## src/rtl/pipe_pkg.sv

```systemverilog
// Shared definitions for the control-signal pipeline chain: control-word
// field offsets, the bubble word and the forwarding-select encoding.
package pipe_pkg;

    localparam int unsigned CTRL_W_DFLT = 16;

    // Control-word field layout (LSB positions / widths)
    localparam int unsigned ALU_OP_LSB = 0;
    localparam int unsigned ALU_OP_W   = 4;
    localparam int unsigned S_BIT      = 4;
    localparam int unsigned LOAD_BIT   = 5;
    localparam int unsigned RF_E_BIT   = 6;
    localparam int unsigned SIZE_BIT   = 7;
    localparam int unsigned SIZE_W     = 2;
    localparam int unsigned RW_BIT     = 9;
    localparam int unsigned B_BIT      = 10;
    localparam int unsigned BL_BIT     = 11;
    localparam int unsigned AM_LSB     = 12;
    localparam int unsigned AM_W       = 2;

    // A bubble carries an all-zero control word (no side effects anywhere)
    localparam logic [CTRL_W_DFLT-1:0] BUBBLE = '0;

    // Forwarding select: 0 = register file, k+1 = result held in stage k
    localparam int unsigned FWD_SEL_W = 3;

    typedef enum logic [FWD_SEL_W-1:0] {
        FWD_NONE = 3'd0,
        FWD_S0   = 3'd1,
        FWD_S1   = 3'd2,
        FWD_S2   = 3'd3,
        FWD_S3   = 3'd4,
        FWD_S4   = 3'd5,
        FWD_S5   = 3'd6
    } fwd_sel_t;

    // Map a stage index to its forwarding select code
    function automatic fwd_sel_t fwd_from_stage(input int k);
        return fwd_sel_t'(FWD_SEL_W'(k + 1));
    endfunction

endpackage

```

## src/rtl/pipe_ctrl_chain_if.sv

```systemverilog
// Bundle of ID-side inputs and chain outputs for pipe_ctrl_chain.
// master: control unit / testbench side; slave: the chain itself.
interface pipe_ctrl_chain_if #(
    parameter int unsigned CTRL_W     = 16,
    parameter int unsigned NUM_STAGES = 3,
    parameter int unsigned REG_W      = 4
) ();
    localparam int unsigned FWD_W = $clog2(NUM_STAGES + 1);

    logic                           Hold;
    logic                           Flush;
    logic                           ID_valid;
    logic [CTRL_W-1:0]              ID_ctrl;
    logic [REG_W-1:0]               ID_rd;
    logic                           ID_rd_we;
    logic                           ID_load;
    logic [REG_W-1:0]               ID_rn;
    logic [REG_W-1:0]               ID_rm;
    logic                           ID_use_rn;
    logic                           ID_use_rm;

    logic [NUM_STAGES*CTRL_W-1:0]   Stage_ctrl;
    logic [NUM_STAGES-1:0]          Stage_valid;
    logic [NUM_STAGES*REG_W-1:0]    Stage_rd;
    logic                           PC_enable;
    logic                           IF_ID_enable;
    logic                           IF_ID_flush;
    logic [FWD_W-1:0]               Fwd_rn;
    logic [FWD_W-1:0]               Fwd_rm;

    modport master (
        output Hold, Flush, ID_valid, ID_ctrl, ID_rd, ID_rd_we, ID_load,
               ID_rn, ID_rm, ID_use_rn, ID_use_rm,
        input  Stage_ctrl, Stage_valid, Stage_rd, PC_enable, IF_ID_enable,
               IF_ID_flush, Fwd_rn, Fwd_rm
    );

    modport slave (
        input  Hold, Flush, ID_valid, ID_ctrl, ID_rd, ID_rd_we, ID_load,
               ID_rn, ID_rm, ID_use_rn, ID_use_rm,
        output Stage_ctrl, Stage_valid, Stage_rd, PC_enable, IF_ID_enable,
               IF_ID_flush, Fwd_rn, Fwd_rm
    );

endinterface

```

## src/rtl/pipe_stage_reg.sv

```systemverilog
// One stage of the control chain: holds {valid, ctrl, rd, rd_we, load}.
// hold keeps the contents, bubble loads an all-zero entry, else loads nxt_*.
module pipe_stage_reg
    import pipe_pkg::*;
#(
    parameter int unsigned CTRL_W = 16,
    parameter int unsigned REG_W  = 4
) (
    input  logic              clk,
    input  logic              rst_n,
    input  logic              hold,
    input  logic              bubble,
    input  logic              nxt_valid,
    input  logic [CTRL_W-1:0] nxt_ctrl,
    input  logic [REG_W-1:0]  nxt_rd,
    input  logic              nxt_rd_we,
    input  logic              nxt_load,
    output logic              valid,
    output logic [CTRL_W-1:0] ctrl,
    output logic [REG_W-1:0]  rd,
    output logic              rd_we,
    output logic              load
);

    // Stage contents: clear on reset, freeze on hold, else bubble or load
    always_ff @(posedge clk or negedge rst_n) begin
        if (!rst_n) begin
            valid <= 1'b0;
            ctrl  <= '0;
            rd    <= '0;
            rd_we <= 1'b0;
            load  <= 1'b0;
        end else if (!hold) begin
            if (bubble) begin
                valid <= 1'b0;
                ctrl  <= CTRL_W'(BUBBLE);
                rd    <= '0;
                rd_we <= 1'b0;
                load  <= 1'b0;
            end else begin
                valid <= nxt_valid;
                ctrl  <= nxt_ctrl;
                rd    <= nxt_rd;
                rd_we <= nxt_rd_we;
                load  <= nxt_load;
            end
        end
    end

endmodule

```

## src/rtl/pipe_ctrl_chain.sv

```systemverilog
// N-stage control-signal pipeline (stage 0 = EX) with valid bits, bubble
// insertion, load-use stall, branch flush, global hold and forwarding selects.
// Optional build macro PIPE_PERF_EN adds Stall_count / Flush_count outputs.
module pipe_ctrl_chain
    import pipe_pkg::*;
#(
    parameter int unsigned CTRL_W     = 16,
    parameter int unsigned NUM_STAGES = 3,
    parameter int unsigned REG_W      = 4,
    parameter int unsigned PC_REG     = 15
) (
    input  logic        Clk,
    input  logic        Reset,
    pipe_ctrl_chain_if.slave bus
`ifdef PIPE_PERF_EN
    ,
    output logic [31:0] Stall_count,
    output logic [31:0] Flush_count
`endif
);

    localparam int unsigned FWD_W = $clog2(NUM_STAGES + 1);

    logic              st_valid [NUM_STAGES];
    logic [CTRL_W-1:0] st_ctrl  [NUM_STAGES];
    logic [REG_W-1:0]  st_rd    [NUM_STAGES];
    logic              st_rd_we [NUM_STAGES];
    logic              st_load  [NUM_STAGES];

    logic     hazard;
    logic     stage0_bubble;
    fwd_sel_t fwd_rn_sel;
    fwd_sel_t fwd_rm_sel;

    logic [NUM_STAGES*CTRL_W-1:0] ctrl_flat;
    logic [NUM_STAGES*REG_W-1:0]  rd_flat;
    logic [NUM_STAGES-1:0]        valid_flat;

    // Load in EX whose result an ID source needs: stall ID for one cycle
    always_comb begin
        hazard = st_valid[0] & st_load[0] & st_rd_we[0] & bus.ID_valid &
                 ((bus.ID_use_rn & (bus.ID_rn == st_rd[0])) |
                  (bus.ID_use_rm & (bus.ID_rm == st_rd[0])));
    end

    assign stage0_bubble = bus.Flush | hazard | ~bus.ID_valid;

    // Stage registers: stage 0 is fed from ID, each later stage from its predecessor
    for (genvar k = 0; k < NUM_STAGES; k++) begin : g_stage
        if (k == 0) begin : g_head
            pipe_stage_reg #(.CTRL_W(CTRL_W), .REG_W(REG_W)) u_stage (
                .clk       (Clk),
                .rst_n     (Reset),
                .hold      (bus.Hold),
                .bubble    (stage0_bubble),
                .nxt_valid (bus.ID_valid),
                .nxt_ctrl  (bus.ID_ctrl),
                .nxt_rd    (bus.ID_rd),
                .nxt_rd_we (bus.ID_rd_we),
                .nxt_load  (bus.ID_load),
                .valid     (st_valid[k]),
                .ctrl      (st_ctrl[k]),
                .rd        (st_rd[k]),
                .rd_we     (st_rd_we[k]),
                .load      (st_load[k])
            );
        end else begin : g_body
            pipe_stage_reg #(.CTRL_W(CTRL_W), .REG_W(REG_W)) u_stage (
                .clk       (Clk),
                .rst_n     (Reset),
                .hold      (bus.Hold),
                .bubble    (1'b0),
                .nxt_valid (st_valid[k-1]),
                .nxt_ctrl  (st_ctrl[k-1]),
                .nxt_rd    (st_rd[k-1]),
                .nxt_rd_we (st_rd_we[k-1]),
                .nxt_load  (st_load[k-1]),
                .valid     (st_valid[k]),
                .ctrl      (st_ctrl[k]),
                .rd        (st_rd[k]),
                .rd_we     (st_rd_we[k]),
                .load      (st_load[k])
            );
        end
    end

    // Flatten per-stage contents onto the output buses
    always_comb begin
        ctrl_flat  = '0;
        rd_flat    = '0;
        valid_flat = '0;
        for (int k = 0; k < int'(NUM_STAGES); k++) begin
            ctrl_flat[k*CTRL_W +: CTRL_W] = st_ctrl[k];
            rd_flat[k*REG_W +: REG_W]     = st_rd[k];
            valid_flat[k]                 = st_valid[k];
        end
    end

    // Forwarding selects: scan oldest to youngest so the youngest match wins;
    // a load still in stage 0 is skipped because the stall covers it
    always_comb begin
        fwd_rn_sel = FWD_NONE;
        fwd_rm_sel = FWD_NONE;
        for (int k = int'(NUM_STAGES) - 1; k >= 0; k--) begin
            if (st_valid[k] && st_rd_we[k] && !((k == 0) && st_load[k])) begin
                if (bus.ID_use_rn && (bus.ID_rn != REG_W'(PC_REG)) &&
                    (st_rd[k] == bus.ID_rn)) begin
                    fwd_rn_sel = fwd_from_stage(k);
                end
                if (bus.ID_use_rm && (bus.ID_rm != REG_W'(PC_REG)) &&
                    (st_rd[k] == bus.ID_rm)) begin
                    fwd_rm_sel = fwd_from_stage(k);
                end
            end
        end
    end

    assign bus.Stage_ctrl   = ctrl_flat;
    assign bus.Stage_rd     = rd_flat;
    assign bus.Stage_valid  = valid_flat;
    assign bus.Fwd_rn       = FWD_W'(fwd_rn_sel);
    assign bus.Fwd_rm       = FWD_W'(fwd_rm_sel);
    // Front-end enables: hold freezes everything, flush overrides a stall
    assign bus.PC_enable    = ~bus.Hold & (bus.Flush | ~hazard);
    assign bus.IF_ID_enable = ~bus.Hold & (bus.Flush | ~hazard);
    assign bus.IF_ID_flush  = ~bus.Hold & bus.Flush;

`ifdef PIPE_PERF_EN
    // Event counters: flush cycles and genuine (non-flushed) stall cycles
    always_ff @(posedge Clk or negedge Reset) begin
        if (!Reset) begin
            Stall_count <= '0;
            Flush_count <= '0;
        end else if (!bus.Hold) begin
            if (bus.Flush) begin
                Flush_count <= Flush_count + 32'd1;
            end else if (hazard) begin
                Stall_count <= Stall_count + 32'd1;
            end
        end
    end
`endif

endmodule
```

## src/flat_wrapper.sv

```systemverilog
// flat-port wrapper written by rule: the top's interface ports become plain ports
module pipe_ctrl_chain_flat import pipe_pkg::*;
#(
    parameter int unsigned CTRL_W     = 16,
    parameter int unsigned NUM_STAGES = 3,
    parameter int unsigned REG_W      = 4,
    parameter int unsigned PC_REG     = 15
)
  (Clk, Reset, bus_Hold, bus_Flush, bus_ID_valid, bus_ID_ctrl, bus_ID_rd, bus_ID_rd_we, bus_ID_load, bus_ID_rn, bus_ID_rm, bus_ID_use_rn, bus_ID_use_rm, bus_Stage_ctrl, bus_Stage_valid, bus_Stage_rd, bus_PC_enable, bus_IF_ID_enable, bus_IF_ID_flush, bus_Fwd_rn, bus_Fwd_rm);
  pipe_ctrl_chain_if #(.CTRL_W(CTRL_W), .NUM_STAGES(NUM_STAGES), .REG_W(REG_W)) bus_i ();
  input  logic Clk;
  input  logic Reset;
  input wire logic [$bits(bus_i.Hold)-1:0] bus_Hold;
  input wire logic [$bits(bus_i.Flush)-1:0] bus_Flush;
  input wire logic [$bits(bus_i.ID_valid)-1:0] bus_ID_valid;
  input wire logic [$bits(bus_i.ID_ctrl)-1:0] bus_ID_ctrl;
  input wire logic [$bits(bus_i.ID_rd)-1:0] bus_ID_rd;
  input wire logic [$bits(bus_i.ID_rd_we)-1:0] bus_ID_rd_we;
  input wire logic [$bits(bus_i.ID_load)-1:0] bus_ID_load;
  input wire logic [$bits(bus_i.ID_rn)-1:0] bus_ID_rn;
  input wire logic [$bits(bus_i.ID_rm)-1:0] bus_ID_rm;
  input wire logic [$bits(bus_i.ID_use_rn)-1:0] bus_ID_use_rn;
  input wire logic [$bits(bus_i.ID_use_rm)-1:0] bus_ID_use_rm;
  output wire logic [$bits(bus_i.Stage_ctrl)-1:0] bus_Stage_ctrl;
  output wire logic [$bits(bus_i.Stage_valid)-1:0] bus_Stage_valid;
  output wire logic [$bits(bus_i.Stage_rd)-1:0] bus_Stage_rd;
  output wire logic [$bits(bus_i.PC_enable)-1:0] bus_PC_enable;
  output wire logic [$bits(bus_i.IF_ID_enable)-1:0] bus_IF_ID_enable;
  output wire logic [$bits(bus_i.IF_ID_flush)-1:0] bus_IF_ID_flush;
  output wire logic [$bits(bus_i.Fwd_rn)-1:0] bus_Fwd_rn;
  output wire logic [$bits(bus_i.Fwd_rm)-1:0] bus_Fwd_rm;
  assign bus_i.Hold = bus_Hold;
  assign bus_i.Flush = bus_Flush;
  assign bus_i.ID_valid = bus_ID_valid;
  assign bus_i.ID_ctrl = bus_ID_ctrl;
  assign bus_i.ID_rd = bus_ID_rd;
  assign bus_i.ID_rd_we = bus_ID_rd_we;
  assign bus_i.ID_load = bus_ID_load;
  assign bus_i.ID_rn = bus_ID_rn;
  assign bus_i.ID_rm = bus_ID_rm;
  assign bus_i.ID_use_rn = bus_ID_use_rn;
  assign bus_i.ID_use_rm = bus_ID_use_rm;
  assign bus_Stage_ctrl = bus_i.Stage_ctrl;
  assign bus_Stage_valid = bus_i.Stage_valid;
  assign bus_Stage_rd = bus_i.Stage_rd;
  assign bus_PC_enable = bus_i.PC_enable;
  assign bus_IF_ID_enable = bus_i.IF_ID_enable;
  assign bus_IF_ID_flush = bus_i.IF_ID_flush;
  assign bus_Fwd_rn = bus_i.Fwd_rn;
  assign bus_Fwd_rm = bus_i.Fwd_rm;
  pipe_ctrl_chain #(.CTRL_W(CTRL_W), .NUM_STAGES(NUM_STAGES), .REG_W(REG_W), .PC_REG(PC_REG)) u_core (.Clk(Clk), .Reset(Reset), .bus(bus_i));
endmodule
```

## config.mk

```make
export PLATFORM = sky130hd
export DESIGN_NAME = pipe_ctrl_chain_flat
export DESIGN_NICKNAME = d
export VERILOG_FILES = /design/src/rtl/pipe_pkg.sv /design/src/rtl/pipe_ctrl_chain_if.sv /design/src/rtl/pipe_stage_reg.sv /design/src/rtl/pipe_ctrl_chain.sv /design/src/flat_wrapper.sv
export SDC_FILE = /design/constraint.sdc
export NUM_CORES = 1
export LEC_CHECK = 0
export CAP_MARGIN = 25
export CORE_ASPECT_RATIO = 1.25
export CORE_UTILIZATION = 40
export DETAILED_ROUTE_END_ITERATION = 10
export GPL_ROUTABILITY_DRIVEN = 0
export PLACE_DENSITY_LB_ADDON = 0.1
export SYNTH_ARGS = -nofsm -noshare
export SYNTH_HDL_FRONTEND = slang
export SYNTH_SLANG_ARGS = --single-unit
```

## constraint.sdc

```tcl
create_clock -name Clk -period 5.16 [get_ports Clk]
set_input_delay 1.548 -clock Clk [delete_from_list [all_inputs] [get_ports Clk]]
set_output_delay 1.548 -clock Clk [all_outputs]
set_load 0.05 [all_outputs]
```

== Yosys cells after proc, flatten, opt, wreduce, memory -nomap -nowiden ==
Cells that the tools add are included.
Storage, ports and cells
  flip-flop bits (word level): 67
  input port bits: 37
  output and inout bits: 70
Cells by class
  equality and inequality tests: 10
  mux-type cells: 17
  bitwise operators: 15
  reductions and logical operators: 13
Operators with widths (number)
  4-bit == test: 8
  2-bit 2-to-1 mux: 12
  16-bit 2-to-1 mux: 1
  1-bit logical AND: 12
  1-bit bitwise AND: 8
  4-bit inequality test, second input constant: 2
  4-bit 2-to-1 mux: 1
  1-bit OR: 4
  1-bit 2-to-1 mux: 3
  1-bit NOT: 3
  1-bit logical NOT: 1

== Longest topological paths before layout ==
Gate-level depths: netlist of the first run.
  depth in word-level cells: 9
  gate-level depth with buffers: 6
  mapped depth without buffers: 4

== By module ==
Synthesis of the first run repeated with hierarchy kept, for this count alone.
Second synthesis, totals
  cell total of the unflattened synthesis: 357
  area total of the unflattened synthesis: 3370.7 sq um
By module, submodules not included
  pipe_stage_reg: instances 3, cells an instance 98, area each 979.7 sq um
  pipe_ctrl_chain: instances 1, cells an instance 63, area each 431.7 sq um

== Worst setup path before layout of the first run ==
OpenSTA, ideal clock, no wires.
  kind: input to output
  start point: in bus_ID_rm[0]
  end point: out bus_Fwd_rm[0]
  arrival: 3.352 ns
  data required time: 3.612 ns
  path slack: 0.260 ns
  cell stages on the path: 3
  buffers on the path: 0
  cells stage by stage: xor2_1 or4_1 o21ai_0
On the way
  word-level cells in the longest chain between the ends: 9
Ends and longest elaborated chain
  start: declaration: line flat_wrapper.sv:21  | input wire logic [$bits(bus_i.ID_rm)-1:0] bus_ID_rm;
  4-bit inequality test: line pipe_ctrl_chain.sv:110  | if (bus.ID_use_rm && (bus.ID_rm != REG_W'(PC_REG)) &&
  1-bit logical AND (2 in a row): line pipe_ctrl_chain.sv:110
  2-bit 2-to-1 mux: line pipe_ctrl_chain.sv:110
  2-bit 2-to-1 mux: line pipe_ctrl_chain.sv:105  | if (st_valid[k] && st_rd_we[k] && !((k == 0) && st_load[k])) begin
  2-bit 2-to-1 mux: line pipe_ctrl_chain.sv:110
  2-bit 2-to-1 mux: line pipe_ctrl_chain.sv:105
  2-bit 2-to-1 mux: line pipe_ctrl_chain.sv:110
  2-bit 2-to-1 mux (*): line pipe_ctrl_chain.sv:105
  end: declaration: line flat_wrapper.sv:31  | output wire logic [$bits(bus_i.Fwd_rm)-1:0] bus_Fwd_rm;
Every way passes the cells marked *; elsewhere a longest branch is shown, timed or not.

== Worst setup path after layout of the first run ==
  start point: in bus_ID_rm[2]
  end point: out bus_Fwd_rm[0]
The elaborated chain is that of the path after synthesis.

==> impl_metrics.py, run 1 <==
metrics = {
    "synth": {
        "synth-seq-cells": 67,
        "synth.avg_cell_area_um2": 14.1,
        "synth_compound_area_share_pct": 9.45,
        "synth_mux_area_share_pct": 17.0,
        "syn_inst": 206,
        "yosys_warnings": 0,
        "synth_nets": 243,
        "synthXorXnorAreaFrac_pct": 7.22,
        "netlist-cell-type-count": 26,
        "ys_seq_area_share_pct": 57.6,
        "synth_area_leaders": "dfrtp_1 (58%), mux2_2 (17%), a32o_1 (7.6%)",
        "synth-adder-area-share_pct": 0,
        "synth.cell_area_um2": 2910,
        "synthSimpleGateAreaFrac_pct": 5.41,
        "yosys.area.top_type": "dfrtp_1",
        "synth.top_cell.area_share_pct": 57.6,
        "synth_top_family_by_area": "multiplexers",
    },
    "run_status": {
        "status": "finished, final reports clean",
    },
    "clock_tree": {
        "postCtsHoldBufs": 0,
        "clk_latency_ps": 340,
        "cts_tree": "done",
        "cts.repair.resized": 0,
        "numCtsBuffers": 9,
        "cts_buffer_depth": 2,
        "htreeDepth": 3,
        "cts_setup_buffers": 0,
        "cts-root-buf": "clkbuf_8",
        "cts.clk_slew.worst_paths_ps": 70,
        "clock_sinks": 67,
    },
    "floorplanning": {
        "die_h_um": 97.4,
        "rows": 34,
        "pin_count": 107,
        "design.die.area_um2": 7630,
        "coreArea_um2": 7020,
        "die_x_um": 78.3,
        "start_util_pct": 41.5,
    },
    "sta": {
        "setup_tns_ps": 0,
        "max_freq_ghz": 0.203,
        "worst_pin_slew_ps": 813,
        "fin_crit_sh_pct": 95.4,
        "finClkSkew_ps": 7.88,
        "slew_violations": 0,
        "whs_ps": 506,
        "slew-limit-headroom_pct": 45.8,
        "final.min_clock_period_ps": 4920,
        "setup_viol": 0,
        "rsz0062_at_grt": "false",
        "hold_violations": 0,
    },
    "routing": {
        "drt_first_iter_violations": 134,
        "vias": 2123,
        "post_drt_wl_per_cell_um": 16.6,
        "via_per_inst": 5.23,
        "drc": 0,
        "drt_wl_total_um": 6750,
        "dr.pass1.iters": 4,
        "ant_nets": 0,
    },
    "final_layout": {
        "most-common-layout-cells": "clkdlybuf4s50_1 (98), dfrtp_1 (67), mux2_2 (44)",
        "finish.utilization_pct": 61.6,
        "syn_to_final_growth_pct": 48.5,
        "finalNetCount": 348,
        "final_common_cell": "clkdlybuf4s50_1",
        "nFillCells": 576,
        "drive_above_1_share_pct": 23.7,
        "diodes": 0,
    },
    "power_and_ir_drop": {
        "peakVddDrop_v": 0.000220,
        "p_per_area_nw_per_um2": 342,
        "p_leak_nw": 1.84,
        "total_power_mw": 1.48,
    },
    "worst_setup_path": {
        "cp_data_required_time_ps": 3610,
        "crit_path_end_kind": "output port",
        "startpoint_type": "primary input",
        "critical_path_class": "in -> out",
        "worstPathArrival_ps": 3370,
        "cp_max_fo": 4,
    },
    "grt": {
        "grt_pass1_wl_um": 11000,
        "antenna_found_initial": 0,
        "first_global_vias": 2189,
        "grt_usage_pct": 19.0,
        "grt-ovfl-total": 0,
        "grt_max_degree": 69,
    },
    "job": {
        "drv_cap": 0,
    },
    "min_path": {
        "hp-class": "reg -> reg",
    },
    "placed_design": {
        "numPortBuffers": 106,
        "hpwl_um": 4610,
    },
}
## metal layers
layer / vias to the layer above / share of wire [%] / track usage (%)
li1: 973 / - / -
met1: 1057 / 43 / 22.9
met2: 81 / 47 / 30.2
met3: 12 / 8.0 / 7.51
met4: 0 / 2.0 / 7.41
met5: - / 0 / 0
## logic make-up (layout without fill, tap and decap cells)
| kind of cell | after synthesis | in the layout |
|---|---|---|
| AO/OA/AOI/OAI | 29 | 29 |
| XOR/XNOR | 24 | 24 |
| buffers and inverters | 16 | 126 |
| flip-flops | 67 | 67 |
| multiplexers | 44 | 44 |
| AND/OR/NAND/NOR | 26 | 26 |
## synthesized netlist by cell type (all sizes together)
cell	number
o22a	1
nor2b	1
and4	1
xnor2	20
or3	2
xor2	4
a22o	1
a32o	22
nand3b	1
or4	4
nor3	1
clkbuf	4
a21boi	2
nand2	6
nor3b	1
o21ai	2
buf	12
mux2	44
dfrtp	67
o21ba	1
nor4	1
nand4	4
nand3	4
## final cells by class
class	instances	area, µm²	share of cell area (%)
Clock buffer	12	145	3.36
Multi-Input combinational cell	123	1140	26.5
Sequential cell	67	1680	38.8
Timing Repair Buffer	110	1150	26.6
Clock inverter	4	97.6	2.26
Tap cell	90	113	2.60
## worst max-delay path, stage by stage
cell             delay (ps)
clkdlybuf4s50_1         580
xnor2_1                 150
nand3_1                 140
or4_1                   440
o21ai_0                 330
buf_12                  180
## sequential cells by signal, indices dropped and copies added (netlist names)
| name | flops |
|---|---|
| u_core.g_stage.g_head.u_stage.ctrl | 16 |
| u_core.g_stage.g_body.u_stage.rd | 8 |
| u_core.g_stage.g_head.u_stage.load | 1 |
| u_core.g_stage.g_head.u_stage.valid | 1 |
| u_core.g_stage.g_head.u_stage.rd | 4 |
| u_core.g_stage.g_body.u_stage.ctrl | 32 |
| u_core.g_stage.g_body.u_stage.rd_we | 2 |
| u_core.g_stage.g_head.u_stage.rd_we | 1 |
| u_core.g_stage.g_body.u_stage.valid | 2 |
## worst paths after layout
check / start / endpoint / slack, ps / depth (start not counted)
max: bus_ID_rm[2] / bus_Fwd_rm[0] / 240 / 6
min: u_core.g_stage[2].g_body.u_stage.rd_we / u_core.g_stage[2].g_body.u_stage.rd_we / 510 / 1
max reg2reg: u_core.g_stage[0].g_head.u_stage.rd[0] / u_core.g_stage[0].g_head.u_stage.load / 3420 / 5
min reg2reg: u_core.g_stage[2].g_body.u_stage.rd_we / u_core.g_stage[2].g_body.u_stage.rd_we / 510 / 1
max in group asynchronous: Reset / u_core.g_stage[0].g_head.u_stage.rd_we / 2980 / 2
min in group asynchronous: Reset / u_core.g_stage[2].g_body.u_stage.ctrl[4] / 1260 / 1
## power by group
group | internal (mW) | switching [mW] | leakage (nW)
clock | 0.335 | 0.191 | 0.117
sequential | 0.565 | 0.0335 | 0.902
combinational | 0.142 | 0.211 | 0.820
## metrics by stage
| step | std cells | worst slack (ps) | cell area (µm²) |
|---|---|---|---|
| global placement | 389 | 259 | 4070 |
| CTS | 405 | 216 | 4310 |
| detailed placement | 389 | 222 | 4070 |
| floorplan | 206 | 260 | 2910 |
| finish | 406 | 239 | 4330 |
| global route | 406 | 142 | 4330 |
Note: power is estimated with default switching activity, not from simulation.
==> run 2: changes to the inputs <==
--- a/config.mk
+++ b/config.mk
@@ -5,7 +5,6 @@
 export SDC_FILE = /design/constraint.sdc
 export NUM_CORES = 1
 export LEC_CHECK = 0
-export CAP_MARGIN = 25
 export CORE_ASPECT_RATIO = 1.25
 export CORE_UTILIZATION = 40
 export DETAILED_ROUTE_END_ITERATION = 10
==> run 2 against run 1 <==
Net effect:
- worst setup slack worse by 6.0 ps
- global-route usage unchanged
- power about the same
- final cell count down 0.25%
- critical path depth unchanged
- clock skew down 0.86 ps
- flip-flop and latch count unchanged
- clock power about the same
- sequential share of layout area up 0.14 points
==> impl_metrics.py, run 2 (synthesis gave the netlist of run 1 again) <==
metrics = {
    "final_layout": {
        "syn_to_final_growth_pct": 48.0,
        "nFillCells": 578,
        "seqCellArea_um2": 1680,
        "reg_top3": "u_core.g_stage.g_body.u_stage.ctrl: 32 flops, u_core.g_stage.g_head.u_stage.ctrl: 16 flops, u_core.g_stage.g_body.u_stage.rd: 8 flops",
        "multiInputGateArea_um2": 1140,
        "most-common-layout-cells": "clkdlybuf4s50_1 (98), dfrtp_1 (67), mux2_2 (44)",
        "drive_above_1_share_pct": 23.5,
        "top_register": "u_core.g_stage.g_body.u_stage.ctrl",
        "diodes": 0,
        "layout.cells.non_filler": 405,
        "largest_register_ffs": 32,
        "finalNetCount": 347,
        "final_common_cell": "clkdlybuf4s50_1",
    },
    "clock_tree": {
        "cts_buffer_depth": 2,
        "clock_sinks": 67,
        "cts.clk_slew.worst_paths_ps": 70,
        "numCtsBuffers": 9,
        "cts.repair.resized": 0,
        "postCtsHoldBufs": 0,
        "cts_tree": "done",
        "cts-root-buf": "clkbuf_8",
        "htreeDepth": 3,
        "cts_setup_buffers": 0,
        "clk_latency_ps": 330,
    },
    "worst_setup_path": {
        "cp_data_required_time_ps": 3610,
        "cp_cell_sequence": "clkdlybuf4s50_1, xnor2_1, nand3_1, or4_1, o21ai_0, buf_12",
        "r2r_start": "u_core.g_stage[0].g_head.u_stage.rd[0]",
        "cpMaxStageDelayCell": "clkdlybuf4s50_1",
        "worstSetupStartpoint": "bus_ID_rm[3]",
        "r2r_slack_ps": 3420,
        "crit_path_end_kind": "output port",
        "r2r_cells": 5,
        "endpoint": "bus_Fwd_rm[0]",
        "max_stage_delay_ps": 590,
        "worstPathArrival_ps": 3380,
        "cp_max_fo": 4,
        "startpoint_type": "primary input",
        "r2r_end": "u_core.g_stage[0].g_head.u_stage.ctrl[7]",
        "critical_path_class": "in -> out",
    },
    "power_and_ir_drop": {
        "peakVddDrop_v": 0.000219,
        "total_power_mw": 1.48,
        "p_per_area_nw_per_um2": 343,
        "p_leak_nw": 1.83,
    },
    "floorplanning": {
        "die_x_um": 78.3,
        "start_util_pct": 41.5,
        "design.die.area_um2": 7630,
        "die_h_um": 97.4,
        "rows": 34,
        "coreArea_um2": 7020,
        "pin_count": 107,
    },
    "sta": {
        "slew_violations": 0,
        "setup_tns_ps": 0,
        "slew-limit-headroom_pct": 31.8,
        "hold_violations": 0,
        "setup_viol": 0,
        "max_freq_ghz": 0.203,
        "fin_crit_sh_pct": 95.5,
        "finClkSkew_ps": 7.02,
        "rsz0062_at_grt": "false",
        "worst_pin_slew_ps": 1020,
        "fin_ws_ps": 233,
        "final.min_clock_period_ps": 4930,
    },
    "grt": {
        "grt_usage_pct": 19.0,
        "antenna_found_initial": 0,
        "grt-ovfl-total": 0,
        "first_global_vias": 2189,
        "grt_max_degree": 69,
        "grt_pass1_wl_um": 11000,
    },
    "routing": {
        "dr.pass1.iters": 4,
        "ant_nets": 0,
        "drt_first_iter_violations": 130,
        "vias": 2119,
        "via_per_inst": 5.23,
        "post_drt_wl_per_cell_um": 16.7,
        "drt_wl_total_um": 6760,
        "drc": 0,
    },
    "run_status": {
        "status": "finished, final reports clean",
    },
    "placed_design": {
        "hpwl_um": 4610,
        "place_inst": 389,
        "pre_cts_slack_ps": 222,
        "numPortBuffers": 106,
    },
    "min_path": {
        "min_path_cells": 1,
        "hp-class": "reg -> reg",
    },
    "job": {
        "drv_cap": 0,
    },
}
## run 2: layout make-up
type                            instances  area share, %
Clock inverter                          4           2.26
Multi-Input combinational cell        123           26.6
Clock buffer                           12           3.37
Tap cell                               90           2.61
Sequential cell                        67           38.9
Timing Repair Buffer                  109           26.3
## run 2: stage by stage
stage | area [µm²] | hold WS (ps) | utilization, %
floorplan | 2910 | 471 | -
global placement | 4070 | 487 | 58.0
detailed placement | 4070 | 493 | 58.0
CTS | 4310 | 510 | 61.4
global route | 4310 | 532 | 61.4
finish | 4310 | 507 | 61.4
## run 2: critical path, delay by kind of cell
kind            cells  cell delay [ps]
buf+inv             2              770
simple gates        2              580
compound gates      1              330
xor+xnor            1              150
## run 2: worst min path at each step
stage                                                        start                                  endpoint  slack, ps
after detailed placement    u_core.g_stage[2].g_body.u_stage.rd_we    u_core.g_stage[2].g_body.u_stage.rd_we        490
after global placement    u_core.g_stage[2].g_body.u_stage.ctrl[0]  u_core.g_stage[2].g_body.u_stage.ctrl[0]        490
final                       u_core.g_stage[2].g_body.u_stage.rd_we    u_core.g_stage[2].g_body.u_stage.rd_we        510
after CTS                   u_core.g_stage[2].g_body.u_stage.rd_we    u_core.g_stage[2].g_body.u_stage.rd_we        510
after floorplan              u_core.g_stage[0].g_head.u_stage.load     u_core.g_stage[0].g_head.u_stage.load        470
after global routing      u_core.g_stage[2].g_body.u_stage.ctrl[6]  u_core.g_stage[2].g_body.u_stage.ctrl[6]        530
## run 2: per-layer routing
layer  up-vias  track usage [%]  routed length, µm
met4         0             7.41                138
met3        12             7.51                518
li1        968                -                  -
met5         -                0                  0
met2        79             30.2               3180
met1      1060             22.9               2920
## run 2: power by group
group | switching (mW) | internal (mW)
clock | 0.190 | 0.335
sequential | 0.0338 | 0.565
combinational | 0.211 | 0.141
total | 0.435 | 1.04
==> run 3: changes to the inputs <==
--- a/config.mk
+++ b/config.mk
@@ -6,7 +6,7 @@
 export NUM_CORES = 1
 export LEC_CHECK = 0
 export CORE_ASPECT_RATIO = 1.25
-export CORE_UTILIZATION = 40
+export CORE_UTILIZATION = 30
 export DETAILED_ROUTE_END_ITERATION = 10
 export GPL_ROUTABILITY_DRIVEN = 0
 export PLACE_DENSITY_LB_ADDON = 0.1
==> constraint.sdc (replaced) <==
create_clock -name Clk -period 6.1 [get_ports Clk]
set_input_delay 1.83 -clock Clk [delete_from_list [all_inputs] [get_ports Clk]]
set_output_delay 1.83 -clock Clk [all_outputs]
set_load 0.05 [all_outputs]
==> run 3 against run 2 <==
Net effect:
- critical path depth did not move
- non-clock buffer count did not move
- clock skew rose by 2.6 ps
- via count rose by 0.24%
- global-route usage fell by 4.0 points
- hold slack got worse by 5.7 ps
- clock-buffer cell count fell by 3
- utilization fell by 15 points
- flip-flop and latch count did not move
- worst setup slack improved by 500 ps
- largest cell class unchanged
- largest power group unchanged
==> impl_metrics.py, run 3 (synthesis gave the netlist of run 1 again) <==
metrics = {
    "clock_tree": {
        "cts-root-buf": "clkbuf_16",
        "cts.repair.resized": 0,
        "clock_sinks": 67,
        "cts_setup_buffers": 0,
        "cts_buffer_depth": 2,
        "cts_tree": "done",
        "postCtsHoldBufs": 0,
        "htreeDepth": 3,
        "numCtsBuffers": 9,
        "cts.clk_slew.worst_paths_ps": 60,
        "clk_latency_ps": 330,
    },
    "grt": {
        "grt-ovfl-total": 0,
        "grt_usage_pct": 15.0,
        "grt_max_degree": 70,
        "grt_pass1_wl_um": 11600,
        "first_global_vias": 2195,
        "antenna_found_initial": 0,
    },
    "floorplanning": {
        "design.die.area_um2": 10100,
        "pin_count": 107,
        "die_h_um": 112,
        "coreArea_um2": 9270,
        "die_x_um": 90.1,
        "start_util_pct": 31.4,
        "rows": 39,
    },
    "worst_setup_path": {
        "r2r_slack_ps": 4400,
        "cp_data_required_time_ps": 4270,
        "cpMaxStageDelayCell": "clkdlybuf4s50_1",
        "startpoint_type": "primary input",
        "cp_max_fo": 4,
        "max_stage_delay_ps": 610,
        "path_buf_inv": 2,
        "cp_cell_sequence": "clkdlybuf4s50_1, xnor2_1, nand3_1, or4_1, o21ai_0, buf_4",
        "crit_path_end_kind": "output port",
        "critical_path_class": "in -> out",
        "worstPathArrival_ps": 3540,
        "cp_top_family": "buffers and inverters",
    },
    "final_layout": {
        "syn_to_final_growth_pct": 47.8,
        "most-common-layout-cells": "clkdlybuf4s50_1 (98), dfrtp_1 (67), mux2_2 (44)",
        "reg_top3": "u_core.g_stage.g_body.u_stage.ctrl: 32 flops, u_core.g_stage.g_head.u_stage.ctrl: 16 flops, u_core.g_stage.g_body.u_stage.rd: 8 flops",
        "drive_above_1_share_pct": 24.1,
        "final_common_cell": "clkdlybuf4s50_1",
        "top_register": "u_core.g_stage.g_body.u_stage.ctrl",
        "layout.cells.non_filler": 438,
        "diodes": 0,
        "largest_register_ffs": 32,
        "finalNetCount": 347,
    },
    "placed_design": {
        "hpwl_um": 4810,
        "pre_cts_slack_ps": 718,
        "numPortBuffers": 106,
        "place_inst": 422,
    },
    "power_and_ir_drop": {
        "peakVddDrop_v": 0.000180,
        "p_leak_nw": 1.83,
        "p_per_area_nw_per_um2": 293,
    },
    "job": {
        "drv_cap": 0,
    },
    "routing": {
        "highest_layer": "met4",
        "drt-met1-wl_um": 3010,
        "dr.pass1.iters": 4,
        "ant_nets": 0,
        "dr_wl_met3_um": 442,
        "via_per_inst": 4.85,
        "post_drt_wl_per_cell_um": 16.1,
        "vias": 2124,
        "drt_first_iter_violations": 63,
        "wl_met2_um": 3460,
        "drc": 0,
        "drt_wl_total_um": 7060,
    },
    "run_status": {
        "status": "finished, final reports clean",
    },
    "sta": {
        "max_freq_ghz": 0.186,
        "hold_violations": 0,
        "slew-limit-headroom_pct": 32.3,
        "fin_ws_ps": 729,
        "rsz0062_at_grt": "false",
        "setup_tns_ps": 0,
        "setup_viol": 0,
        "final.min_clock_period_ps": 5370,
        "worst_pin_slew_ps": 1010,
        "slew_violations": 0,
        "fin_crit_sh_pct": 88.0,
        "finClkSkew_ps": 9.65,
    },
    "min_path": {
        "hp-class": "reg -> reg",
    },
}
[run 3: through the flow]
| step | hold WS (ps) | power (mW) | util [%] | area, µm² |
|---|---|---|---|---|
| 6_report | 501 | 1.26 | 46.4 | 4300 |
| 5_1_grt | 516 | 1.32 | 46.4 | 4300 |
| 4_1_cts | 507 | 1.28 | 46.4 | 4300 |
| 3_5_place_dp | 494 | 0.815 | 43.5 | 4030 |
| 3_3_place_gp | 486 | 0.813 | 43.5 | 4030 |
| 2_1_floorplan | 471 | 0.696 | - | 2910 |
[run 3: final cells by class]
class,count,area (µm²)
clock buffers,9,225
fillers,872,4970
multi-input cells,123,1140
well taps,123,154
flip-flops and latches,67,1680
repair buffers,109,1060
clock inverters,7,45.0
[run 3: path summary, 6_finish.rpt]
kind,from,endpoint,depth (start not counted)
min in group asynchronous,Reset,u_core.g_stage[2].g_body.u_stage.ctrl[5],2
setup / recovery,bus_ID_rn[2],bus_Fwd_rn[0],6
hold reg to reg,u_core.g_stage[2].g_body.u_stage.ctrl[0],u_core.g_stage[2].g_body.u_stage.ctrl[0],1
hold / removal,u_core.g_stage[2].g_body.u_stage.ctrl[0],u_core.g_stage[2].g_body.u_stage.ctrl[0],1
setup reg to reg,u_core.g_stage[0].g_head.u_stage.rd[2],u_core.g_stage[0].g_head.u_stage.ctrl[8],5
max in group asynchronous,Reset,u_core.g_stage[1].g_body.u_stage.ctrl[3],2
[run 3: metal layers]
metal  GRT usage, %  up-vias
met3           4.67       13
li1               -      980
met2           24.0       78
met1           18.1     1053
met4           7.85        0
met5              0        -
[run 3: where the power goes]
part | switching [mW] | internal [mW]
Clock | 0.186 | 0.273
Combinational | 0.178 | 0.118
Sequential | 0.0283 | 0.479
Total | 0.392 | 0.869
[run 3: worst register-to-register path: stages (launching register included)]
cell and delay, ps:
dfrtp_1 440, xnor2_1 200, nand4_1 150, o22a_2 290, buf_4 230, a32o_1 280
==> variant 1 (settings of run 2) <==
`NUM_STAGES` is set to 3 in 3 places; all go to 2.
--- a/src/rtl/pipe_ctrl_chain_if.sv
+++ b/src/rtl/pipe_ctrl_chain_if.sv
@@ -2,7 +2,7 @@
 // master: control unit / testbench side; slave: the chain itself.
 interface pipe_ctrl_chain_if #(
     parameter int unsigned CTRL_W     = 16,
-    parameter int unsigned NUM_STAGES = 3,
+    parameter int unsigned NUM_STAGES = 2,
     parameter int unsigned REG_W      = 4
 ) ();
     localparam int unsigned FWD_W = $clog2(NUM_STAGES + 1);
--- a/src/rtl/pipe_ctrl_chain.sv
+++ b/src/rtl/pipe_ctrl_chain.sv
@@ -5,7 +5,7 @@
     import pipe_pkg::*;
 #(
     parameter int unsigned CTRL_W     = 16,
-    parameter int unsigned NUM_STAGES = 3,
+    parameter int unsigned NUM_STAGES = 2,
     parameter int unsigned REG_W      = 4,
     parameter int unsigned PC_REG     = 15
 ) (
--- a/src/flat_wrapper.sv
+++ b/src/flat_wrapper.sv
@@ -2,7 +2,7 @@
 module pipe_ctrl_chain_flat import pipe_pkg::*;
 #(
     parameter int unsigned CTRL_W     = 16,
-    parameter int unsigned NUM_STAGES = 3,
+    parameter int unsigned NUM_STAGES = 2,
     parameter int unsigned REG_W      = 4,
     parameter int unsigned PC_REG     = 15
 )
Ports: changed (resized bus_Stage_ctrl, bus_Stage_rd and bus_Stage_valid); port bits go from 107 to 86. No check against the original RTL was run, so the function may have changed too.
==> variant 1 against run 2 <==
  * Largest cell class unchanged
  * Area after synthesis fell by 25%
  * Hold slack barely moved
  * Synthesized cell count fell by 8.3%
  * Setup slack improved by 0.26 ns
  * Power fell by 40%
  * Utilization rose by 0.13 points
  * Fmax rose by 5.5%
  * Routed wire length fell by 28%
  * Cell area fell by 26%
  * Sequential cell count fell by 22
  * Die area fell by 25%
==> variant 1: results <==
route:
  vias_per_cell: 5.03
  wl_met1_microns: 2120
  drt-initial-drc-count: 48
  dr_wl_met3_microns: 270
  wl_microns: 4900
  wl_met2_microns: 2410
  top_layer_used: "met4"
cells_and_area:
  drive_gt1_frac: 0.234
  fill_cells: 447
  largestRegisters: "u_core.g_stage.g_head.u_stage.ctrl x16, u_core.g_stage.g_body.u_stage.ctrl x16"
  multi_input_gates: 109
  seq_area_sq_um: 1130
  clockBufferCount: 6
  multi_input_area_share: 0.287
  finalNetCount: 309
  nonClkBufAreaFrac: 0.272
  inv_count: 23
  clock_area_frac: 0.0351
power:
  p_leak_nw: 1.41
  ir_worst_vdd_uv: 160
grt:
  grt_max_degree: 48
  met2_usage: 0.309
  track_usage: 0.187
  grt_pass1_wl_microns: 8080
  met3_usage: 0.0435
  grtUsageMet1: 0.228
  grt_pass1_vias: 1749
setup_path:
  cpMaxStageDelayCell: "nor4_1"
  max_stage_delay_ns: 0.49
  reg2reg_slack_ns: 3.38
  startpoint: "bus_ID_rn[3]"
  critPathMaxFanout: 3
  worstReg2RegStart: "u_core.g_stage[0].g_head.u_stage.rd[1]$_DFFE_PN0N_"
  crit_path_end: "bus_Fwd_rn[1]"
  r2r-end: "u_core.g_stage[0].g_head.u_stage.load$_DFFE_PN0N_"
  cp.arrival_ns: 3.12
  crit_family: "simple AND/OR/NAND/NOR gates"
min_path:
  min_from: "u_core.g_stage[1].g_body.u_stage.ctrl[10]$_DFFE_PN0N_"
  min_to: "u_core.g_stage[1].g_body.u_stage.ctrl[10]$_DFFE_PN0N_"
cts:
  htreeDepth: 2
  clkLatencyLatePin_ns: 0.30
  clk_pin_slew_ns: 0.08
  cts_inserted_buffers: 5
synth:
  syn-num-nets: 226
  seq_area_frac_synth: 0.516
  ys_ff_latch: 45
  synth.area.top_cells: "dfrtp_1 (52%), mux2_2 (11%), o31ai_2 (10%)"
  synth_top_cells_by_count: "dfrtp_1 (45), nand2_1 (28), inv_1 (23)"
timing:
  tightest_slew_ns: 0.986
  skew_ns: 0.00916
placement:
  io_buffers: 85
  hpwl_microns: 3460
  placed_cell_area_sq_um: 3060
status:
  status: "finished, final reports clean"
[variant 1: cell families after synthesis]
family / synth area share
flip-flops: 0.516
buffers and inverters: 0.0746
AO/OA/AOI/OAI: 0.139
XOR/XNOR: 0.0602
AND/OR/NAND/NOR: 0.0958
multiplexers: 0.114
[variant 1: through the flow]
| stage | worst slack (ns) | std cells | hold WS [ns] | power (mW) | util |
|---|---|---|---|---|---|
| detailed placement | 0.490 | 327 | 0.492 | 0.635 | 0.594 |
| finish | 0.490 | 335 | 0.507 | 0.889 | 0.615 |
| global route | 0.456 | 335 | 0.524 | 0.930 | 0.615 |
| floorplan | 0.109 | 189 | 0.454 | 0.540 | - |
| global placement | 0.499 | 327 | 0.469 | 0.632 | 0.594 |
| CTS | 0.490 | 335 | 0.511 | 0.903 | 0.615 |
[variant 1: report_power, final]
group | total [mW] | internal [mW] | switching (mW)
Sequential | 0.396 | 0.376 | 0.0198
Clock | 0.264 | 0.145 | 0.119
Combinational | 0.230 | 0.0929 | 0.137
==> variant 2 (config.mk and constraints of run 2) <==
Made on the original files. `PC_REG` is set to 15 in 2 places; all go to 8.
--- a/src/rtl/pipe_ctrl_chain.sv
+++ b/src/rtl/pipe_ctrl_chain.sv
@@ -7,7 +7,7 @@
     parameter int unsigned CTRL_W     = 16,
     parameter int unsigned NUM_STAGES = 3,
     parameter int unsigned REG_W      = 4,
-    parameter int unsigned PC_REG     = 15
+    parameter int unsigned PC_REG     = 8
 ) (
     input  logic        Clk,
     input  logic        Reset,
--- a/src/flat_wrapper.sv
+++ b/src/flat_wrapper.sv
@@ -4,7 +4,7 @@
     parameter int unsigned CTRL_W     = 16,
     parameter int unsigned NUM_STAGES = 3,
     parameter int unsigned REG_W      = 4,
-    parameter int unsigned PC_REG     = 15
+    parameter int unsigned PC_REG     = 8
 )
   (Clk, Reset, bus_Hold, bus_Flush, bus_ID_valid, bus_ID_ctrl, bus_ID_rd, bus_ID_rd_we, bus_ID_load, bus_ID_rn, bus_ID_rm, bus_ID_use_rn, bus_ID_use_rm, bus_Stage_ctrl, bus_Stage_valid, bus_Stage_rd, bus_PC_enable, bus_IF_ID_enable, bus_IF_ID_flush, bus_Fwd_rn, bus_Fwd_rm);
   pipe_ctrl_chain_if #(.CTRL_W(CTRL_W), .NUM_STAGES(NUM_STAGES), .REG_W(REG_W)) bus_i ();
Formal check against the unedited RTL: not equivalent (Yosys sat finds a counterexample within 4 cycles, from zero or initial values and one cycle with Reset low).
==> variant 2 against run 2 <==
  * Cell area is 3.1% higher
  * Count of clock-buffer cells in the layout is 2 lower
  * Power is 11% lower
  * Clock skew is 0.0039 ns higher
  * Sequential power hardly changed
  * Setup slack better by 0.10 ns
  * Area after synthesis is 8.9% higher
  * Routed wire length is 4.9% higher
  * Sequential cell count stayed put
  * Register-to-register slack worse by 0.08 ns
  * Critical path type unchanged
  * Largest cell class unchanged
==> variant 2: results <==
grt:
  met2_usage: 0.294
  grt_max_degree: 70
  grt_pass1_vias: 2242
  grt_pass1_wl_microns: 11200
  track_usage: 0.184
  met3_usage: 0.0541
timing:
  setup_slack_ns: 0.335
  skew_ns: 0.0109
  fmax_ghz: 0.207
  relSlewSlack: 0.406
synth:
  synth-xor-area-share: 0.0663
  synth_compound_area_frac: 0.111
  syn-num-nets: 290
  ys_types: 31
  seq_area_frac_synth: 0.529
  synth_top_cells_by_count: "dfrtp_1 (67), mux2_2 (44), nand2_1 (28)"
setup_path:
  reg2reg_slack_ns: 3.34
  r2r-end: "u_core.g_stage[0].g_head.u_stage.rd[2]$_DFFE_PN0N_"
  crit_path_end: "bus_Fwd_rm[1]"
  startpoint: "bus_ID_rm[0]"
cells_and_area:
  fill_cells: 666
  drive_gt1_frac: 0.257
route:
  wl_met2_microns: 3560
  dr_wl_met3_microns: 431
  via_count: 2270
  wl_met1_microns: 3020
  wl_microns: 7090
status:
  status: "finished, final reports clean"
min_path:
  min_from: "u_core.g_stage[2].g_body.u_stage.ctrl[6]$_DFFE_PN0N_"
  min_to: "u_core.g_stage[2].g_body.u_stage.ctrl[6]$_DFFE_PN0N_"
power:
  p_leak_nw: 1.99
  p_seq_uw: 600
  clkPwrFrac: 0.275
  switching_share: 0.337
placement:
  pre_cts_ws_ns: 0.339
  hpwl_microns: 4990
## variant 2: changes by cell type after synthesis, sizes merged, moves of 22 or more
| cell | before | now |
|---|---|---|
| inv | 0 | 25 |
| a32o | 22 | 0 |
| nand2 | 6 | 28 |
| o31ai | 0 | 22 |
## variant 2: final cells by class
| class | instances | area [sq um] | share of cell area |
|---|---|---|---|
| flip-flops and latches | 67 | 1680 | 0.377 |
| multi-input cells | 145 | 1280 | 0.289 |
| repair buffers | 110 | 1120 | 0.251 |
| clock buffers | 10 | 128 | 0.0287 |
| well taps | 92 | 115 | 0.0259 |
| inverters | 25 | 93.8 | 0.0211 |
| clock inverters | 5 | 31.3 | 0.00704 |
## variant 2: stage by stage
step	instance area [sq um]	utilization	instances
2_1_floorplan	3170	-	253
3_3_place_gp	4290	0.569	439
3_5_place_dp	4290	0.569	439
4_1_cts	4450	0.590	454
5_1_grt	4450	0.590	454
6_report	4450	0.590	454
